### src/rtl/sync_fifo.sv
// Single-clock FIFO with a registered read port, registered occupancy flags and
// sticky overflow/underflow error indicators.
module sync_fifo #(
  parameter int DATA_WIDTH = 8,
  parameter int ADDR_WIDTH = 6,
  parameter int AFULL_LVL  = 2**ADDR_WIDTH - 4,
  parameter int AEMPTY_LVL = 4
) (
  input  logic                  clk,
  input  logic                  rst_n,
  input  logic                  flush,
  input  logic                  wr_en,
  input  logic [DATA_WIDTH-1:0] wr_data,
  input  logic                  rd_en,
  output logic [DATA_WIDTH-1:0] q,
  output logic                  q_valid,
  output logic                  full,
  output logic                  empty,
  output logic                  almost_full,
  output logic                  almost_empty,
  output logic [ADDR_WIDTH:0]   count,
  output logic                  overflow,
  output logic                  underflow
);

  localparam int DEPTH = 2**ADDR_WIDTH;
  localparam int CW    = ADDR_WIDTH + 1;

  localparam logic [ADDR_WIDTH:0] DEPTH_C  = CW'(DEPTH);
  localparam logic [ADDR_WIDTH:0] AFULL_C  = CW'(AFULL_LVL);
  localparam logic [ADDR_WIDTH:0] AEMPTY_C = CW'(AEMPTY_LVL);

  logic [DATA_WIDTH-1:0] mem [DEPTH];
  logic [ADDR_WIDTH-1:0] wr_ptr;
  logic [ADDR_WIDTH-1:0] rd_ptr;
  logic [ADDR_WIDTH:0]   count_next;
  logic                  wr_acc;
  logic                  rd_acc;

  // Acceptance is gated by the registered flags, so a full FIFO only takes the
  // read and an empty FIFO only takes the write.
  assign wr_acc = wr_en && !full  && !flush;
  assign rd_acc = rd_en && !empty && !flush;

  // NOTE: every always_comb output gets a default first so no latch is inferred.
  always_comb begin
    count_next = count;
    if (flush) begin
      count_next = '0;
    end else begin
      unique case ({wr_acc, rd_acc})
        2'b10:   count_next = count + 1'b1;
        2'b01:   count_next = count - 1'b1;
        default: count_next = count;
      endcase
    end
  end

  // NOTE: the storage array has no reset; emptiness is tracked by the pointers,
  // which keeps the array mappable onto plain RAM.
  always_ff @(posedge clk) begin
    if (wr_acc) begin
      mem[wr_ptr] <= wr_data;
    end
  end

  // NOTE: state is updated with non-blocking assignments so every register
  // samples the pre-edge values of the others.
  always_ff @(posedge clk or negedge rst_n) begin
    if (!rst_n) begin
      wr_ptr       <= '0;
      rd_ptr       <= '0;
      count        <= '0;
      q            <= '0;
      q_valid      <= 1'b0;
      full         <= 1'b0;
      empty        <= 1'b1;
      almost_full  <= 1'b0;
      almost_empty <= 1'b1;
      overflow     <= 1'b0;
      underflow    <= 1'b0;
    end else begin
      count        <= count_next;
      full         <= (count_next == DEPTH_C);
      empty        <= (count_next == '0);
      almost_full  <= (count_next >= AFULL_C);
      almost_empty <= (count_next <= AEMPTY_C);

      if (flush) begin
        wr_ptr    <= '0;
        rd_ptr    <= '0;
        q_valid   <= 1'b0;
        overflow  <= 1'b0;
        underflow <= 1'b0;
      end else begin
        q_valid <= rd_acc;
        if (wr_acc) begin
          wr_ptr <= wr_ptr + 1'b1;
        end
        if (rd_acc) begin
          rd_ptr <= rd_ptr + 1'b1;
          q      <= mem[rd_ptr];
        end
        if (wr_en && full) begin
          overflow <= 1'b1;
        end
        if (rd_en && empty) begin
          underflow <= 1'b1;
        end
      end
    end
  end

endmodule
### config.mk
export PLATFORM = sky130hd
export DESIGN_NAME = sync_fifo
export DESIGN_NICKNAME = d
export VERILOG_FILES = /design/src/rtl/sync_fifo.sv
export SDC_FILE = /design/constraint.sdc
export NUM_CORES = 1
export LEC_CHECK = 0
export ABC_AREA = 1
export CAP_MARGIN = 15
export CELL_PAD_IN_SITES_DETAIL_PLACEMENT = 1
export CELL_PAD_IN_SITES_GLOBAL_PLACEMENT = 2
export CORE_ASPECT_RATIO = 0.7
export CORE_UTILIZATION = 46
export DETAILED_ROUTE_END_ITERATION = 8
export GPL_TIMING_DRIVEN = 1
export HOLD_SLACK_MARGIN = 0.05
export PLACE_DENSITY_LB_ADDON = 0.1
export SYNTH_ARGS = -nofsm -noshare
export SYNTH_HDL_FRONTEND = slang
export SYNTH_SLANG_ARGS = --single-unit
### constraint.sdc
create_clock -name clk -period 3.5 [get_ports clk]
set_input_delay 0.35 -clock clk [delete_from_list [all_inputs] [get_ports clk]]
set_output_delay 0.35 -clock clk [all_outputs]
set_load 0.02 [all_outputs]
Word-level counts from Yosys, hierarchy flattened
Memories as Yosys holds them, arrays and structs flattened. A register that Yosys moved wholly into a read port is not among the register bits.
Index checks and enable logic that the tools add are counted.
- flip-flop bits (word level): 26
- RAM bits: 512
- bits of input ports: 13
- output and inout port bits: 22
- memories kept: 1
- memory list (memory ; depth ; bits a word ; rd ports ; clocked after memory_dff ; wr ports ; RTL line ; source):
    mem ; 64 ; 8 ; 1 ; 1 ; 1 ; 33 ; logic [DATA_WIDTH-1:0] mem [DEPTH];
- add/subtract/negate cells: 4
- magnitude comparators: 2
- equality and inequality tests: 3
- multiplexer cells: 13
- bitwise gates (word level): 1
- reductions and logical operators: 16
- operator list (operator ; count):
    $mux 6 ; 4
    $pmux 7 s2 ; 1
    $add 6x1->6 const B ; 2
    $reduce_bool 2->1 ; 4
    $add 7x1->7 const B ; 1
    $eq 7x7->1 const B ; 1
    $ge 7x6->1 const B ; 1
    $le 7x3->1 const B ; 1
    $logic_not 7->1 ; 1
    $mux 1 ; 7
    $mux 7 ; 1
    $sub 7x1->7 const B ; 1
    $logic_and 1x1->1 ; 6
    $logic_not 1->1 ; 4
    $eq 2x1->1 const B ; 1
    $eq 2x2->1 const B ; 1
    $reduce_and 2->1 ; 1
    $not 1->1 ; 1

Logic depth before layout (Yosys ltp)
- word-level depth: 7
- mapped depth: 21
- depth with buffers taken out: 21

Worst setup path before layout
No wires, ideal clock.
- path type: register to register
- start point: register empty
- end point: register almost_empty
- library setup time: 0.067 ns
- arrival time: 2.389 ns
- path slack: 1.043 ns
- stages on the path, launching flop included: 20
- path buffers: 2
- cells stage by stage: dfstp_2 > nor2_1 > inv_1 > nor2_1 > buf_2 > ha_1 > buf_4 > nand2_1 > nand2_1 > inv_1 > ha_1 > a21oi_1 > inv_1 > nand3_1 > nand2_1 > nand2_1 > nand3_1 > nand2_1 > nand3_1 > nor2_1
- cells in the longest elaborated chain, start to end: 7
- elaborated cells between the ends (all ways): 8
- classes of those cells: order compare: 1; eq/ne: 2; mux: 2; reduce/logical: 3
- RTL lines (item ; RTL line ; source):
    start, declared ; 18 ; output logic empty,
    start signal, assigned ; 85 ; empty <= (count_next == '0);
    $logic_not 1->1 (*) ; 43 ; assign rd_acc = rd_en && !empty && !flush;
    $logic_and 1x1->1 (*) (2 in series) ; 43 ;
    $eq 2x1->1 / $eq 2x2->1 (equally long branches) ; 51 ; unique case ({wr_acc, rd_acc})
    $pmux 7 s2 (*) ; 51 ;
    $mux 7 (*) ; 48 ; if (flush) begin
    $le 7x3->1 (*) ; 87 ; almost_empty <= (count_next <= AEMPTY_C);
    end signal, assigned ; 87 ;
    end, declared ; 20 ; output logic almost_empty,
Every way passes the cells marked *; elsewhere a longest branch is shown, timed or not.
A chain may end at the register's enable or synchronous reset.

Final worst setup path
- start point: register full
- end point: register empty
- cells in the longest elaborated chain, start to end: 7
- elaborated cells between the ends (all ways): 8
- classes of those cells: eq/ne: 2; mux: 2; reduce/logical: 4
- RTL lines (item ; RTL line ; source):
    start, declared ; 17 ; output logic full,
    start signal, assigned ; 84 ; full <= (count_next == DEPTH_C);
    $logic_not 1->1 (*) ; 42 ; assign wr_acc = wr_en && !full && !flush;
    $logic_and 1x1->1 (*) (2 in series) ; 42 ;
    $eq 2x1->1 / $eq 2x2->1 (equally long branches) ; 51 ;
    $pmux 7 s2 (*) ; 51 ;
    $mux 7 (*) ; 48 ;
    $logic_not 7->1 (*) ; 85 ;
Marks and branches as above.

==> key figures <==
Run status
  – Status: finished clean

Place
  – Post-DP Area: 24070 um^2
  – Final Wtd Congestion: 0.8494
  – Post-DP HPWL: 41320 um
  – Number of port buffers: 34

Worst setup path
  – Worst-path fanout max: 8
  – Cell mode on critical path: nand2_1
  – CP startpoint: full$_DFF_PN0_
  – Worst Path Required: 4.03 ns
  – Startpoint types: register
  – Type of the worst setup path: register to register
  – Worst stage delay on the critical path: about 0.40 ns
  – Cell Chain, Critical Path: nor2_1 > inv_1 > nor2_4 > inv_1 > ha_1 > inv_2 > nand2_1 > nand2_1 > inv_1 > ha_1 > a21oi_1 > inv_1 > nand3_1 > nand2_1 > nand2_1 > nand3_1 > nand2_1 > nand3_1 > nor2_1
  – Reg2Reg Depth: 19
  – CP endpoint kind: register
  – RR Startpoint: full$_DFF_PN0_
  – CP max stage cell: dfrtp_1
  – CP arrival: 3.36 ns

Yosys
  – Post-synth EDFFs: 512
  – Yosys top cell by area: edfxtp_1
  – Library cells used by synthesis: 32
  – Register bit total from synthesis: roughly 550
  – Synth Area per Inst: 11.27 um^2
  – Synth top area cells: edfxtp_1 68%, nand2_1 13%, nand3_1 7.3%
  – Async SR Flop Fraction: 0.06227
  – Share of the synthesized area in the top cell type: 0.6793
  – Synth warn: 0
  – Sequential element share of the synthesized area: 0.7170
  – Synth Flop Type: edfxtp_1
  – Cell Area, Synth: 22630 um^2
  – Cell count after synthesis: ~2000
  – Syn Nets: 2026

Floorplan
  – # rows: 67
  – Initial Utilization: 0.4696
  – DIE WIDTH: 267.1 um
  – Core box area: 48200 um^2
  – DIE HEIGHT: between 150 and 200 um
  – IO Count: 35
  – Full die area: 50110 um^2

Clocking
  – Clock slew at reported path FFs: 0.06 ns
  – Post-CTS Setup Bufs: 0
  – Max clock buf depth: 3
  – CTS Buf Count: 54
  – Clock tree from TritonCTS: yes
  – Clock latency on the worst-skew pair: 0.60 ns
  – CTS H-tree lvls: 2
  – Clock sink count: 546
  – Clk root buf: clkbuf_16

Run
  – Number of max-cap violations: 0

STA
  – Endpoints failing hold: 0
  – FMAX: 353.9 MHz
  – Final setup vio count: 0
  – Fin. max-slew vios: 0
  – Fin crit share: 0.8073
  – Setup TNS: 0 ns
  – Tmin final: 2.826 ns
  – Relative slew slack: 0.1983
  – Worst-Margin Slew: 1.203 ns
  – RSZ-0062 raised after global routing: no
  – Worst Skew: 0.01758 ns

Final layout
  – Nets@finish: 2122
  – Area grow syn2layout: 13.84%
  – Final instance area: between 20000 and 30000 um^2
  – Share of layout cells above drive strength 1: 0.09544
  – Commonest non-fill, non-tap cell in the layout: nand2_1
  – Finished Core Util: 0.5345
  – Commonest cells after routing, fill and taps aside: 768 x nand2_1, 512 x edfxtp_1, 332 x nand3_1, 104 x buf_4, 89 x nor2_1

Detailed routing
  – Via Count: 15540
  – DRC: 0
  – DR WL/cell: roughly 24 um
  – Drt total wl: 66220 um
  – Routed Antenna Nets: 0
  – DR pass1 iterations: 5
  – Initial DRC count: 1525
  – Drt via density: between 5 and 6

Global route
  – GRT Util Overall: 0.2713
  – Initial antenna violation count: 2
  – Largest net degree at the start of global routing: 125
  – Vias in the first global route: 15790
  – Total grt overflow: 0
  – Global-route wire length before repair: between 100000 and 150000 um

Power and ir drop
  – Total chip power: 15660 uW
  – Leak: 0.009716 uW
  – Maximum vdd drop: 0.4419 mV
  – Power per cell area: 608.0 nW/um^2

Hold path
  – Number of cells on the worst hold path: 2
  – Tightest Hold Check Type: input port to register
  – Hold Path Origin: wr_data[7]
-- path summary, 6_finish.rpt --
kind                                              end  slack (ns)
worst max-delay path                  empty$_DFF_PN1_        0.67
worst min-delay path              mem[5][7]$_DFFE_PP_        0.34
worst max register to register        empty$_DFF_PN1_        0.67
worst min register to register   overflow$_DFFE_PN0P_        0.50
max in group asynchronous       rd_ptr[0]$_DFFE_PN0P_        2.36
min in group asynchronous       almost_full$_DFF_PN0_        0.43
-- synthesized netlist by cell type, drive strengths merged (3+ instances only) --
cell type and n:
nand2 769, edfxtp 512, nand3 332, buf 96, nor2 92, a21oi 76, inv 39, dfrtp 32
clkbuf 10, a21boi 8, o211ai 8, o21ai 8, ha 5, nand4 4, clkinv 3, nor3 3
xnor2 3
-- cells by family (layout without fill, tap and decap cells) --
| family | Yosys count | count (layout) | synth area share |
|---|---|---|---|
| AND/OR/NAND/NOR | 1200 | 1200 | 0.2191 |
| flip-flops | 546 | 546 | 0.7170 |
| XOR/XNOR | 4 | 4 | 0.001548 |
| AO/OA/AOI/OAI | 105 | 105 | 0.02543 |
| adder cells (fa/ha/maj) | 5 | 5 | 0.002764 |
| buffers and inverters | 148 | 288 | 0.03422 |
| other | 0 | 1 | 0 |
-- metrics by stage --
step                      setup slack [ns]  instances  hold slack [ns]
final                               0.6744       2804           0.3364
after global routing                0.4188       2803           0.3420
after CTS                           0.6740       2803           0.3179
after detailed placement            0.2315       2702           0.4919
after global placement              0.3509       2702           0.4902
after floorplan                      1.043       2008          0.05441
-- sequential cells by signal, summed over array words and instances, names as in the netlist, 6 cells and up --
signal / count
rd_ptr: 6
wr_ptr: 6
count: 7
q: 8
mem: 512
-- metal layers --
layer | part of all wire | routed length [um] | global-route usage | vias to the layer above
met5 | 0.00020 | 13 | 0 | -
met4 | 0.017 | 1143 | 0.06256 | 2
met3 | 0.065 | 4328 | 0.04924 | 79
met2 | 0.44 | 29030 | 0.4014 | 423
met1 | 0.48 | 31700 | 0.4151 | 7902
li1 | - | - | - | 7130
-- power by group --
group | leakage (uW) | internal [uW] | switching, uW
Sequential | 0.00505 | 7250 | 152
Combinational | 0.00384 | 741 | 1850
Clock | 0.000827 | 3200 | 2470
-- critical path, delay by kind of cell, from the launching register on --
kind / cells / cell delay, ns
and+or+nand+nor: 11 / 1.16
buffers and inverters: 5 / 0.57
adders and majority gates: 2 / 0.44
DFF: 1 / 0.40
AOI/OAI and AO/OA: 1 / 0.20
-- timing repair --
item | CTS | global route
hold endpoints to repair | 32 | 0
gates resized for setup | 0 | 0
hold buffers | 1 | 0
setup endpoints to repair | 0 | 0
-- area by class of cell --
type / count / area [um^2]
clock buffer: 77 / 1499
inverter: 42 / 165.2
tap: 655 / 819.5
clock inverter: 23 / 188.9
timing repair buffer: 146 / 1226
sequential: 546 / 16230
antenna: 1 / 2.502
multi-input combinational: 1314 / 5632
fill: 5053 / 22440
Note: power is estimated with default switching activity, not from simulation.
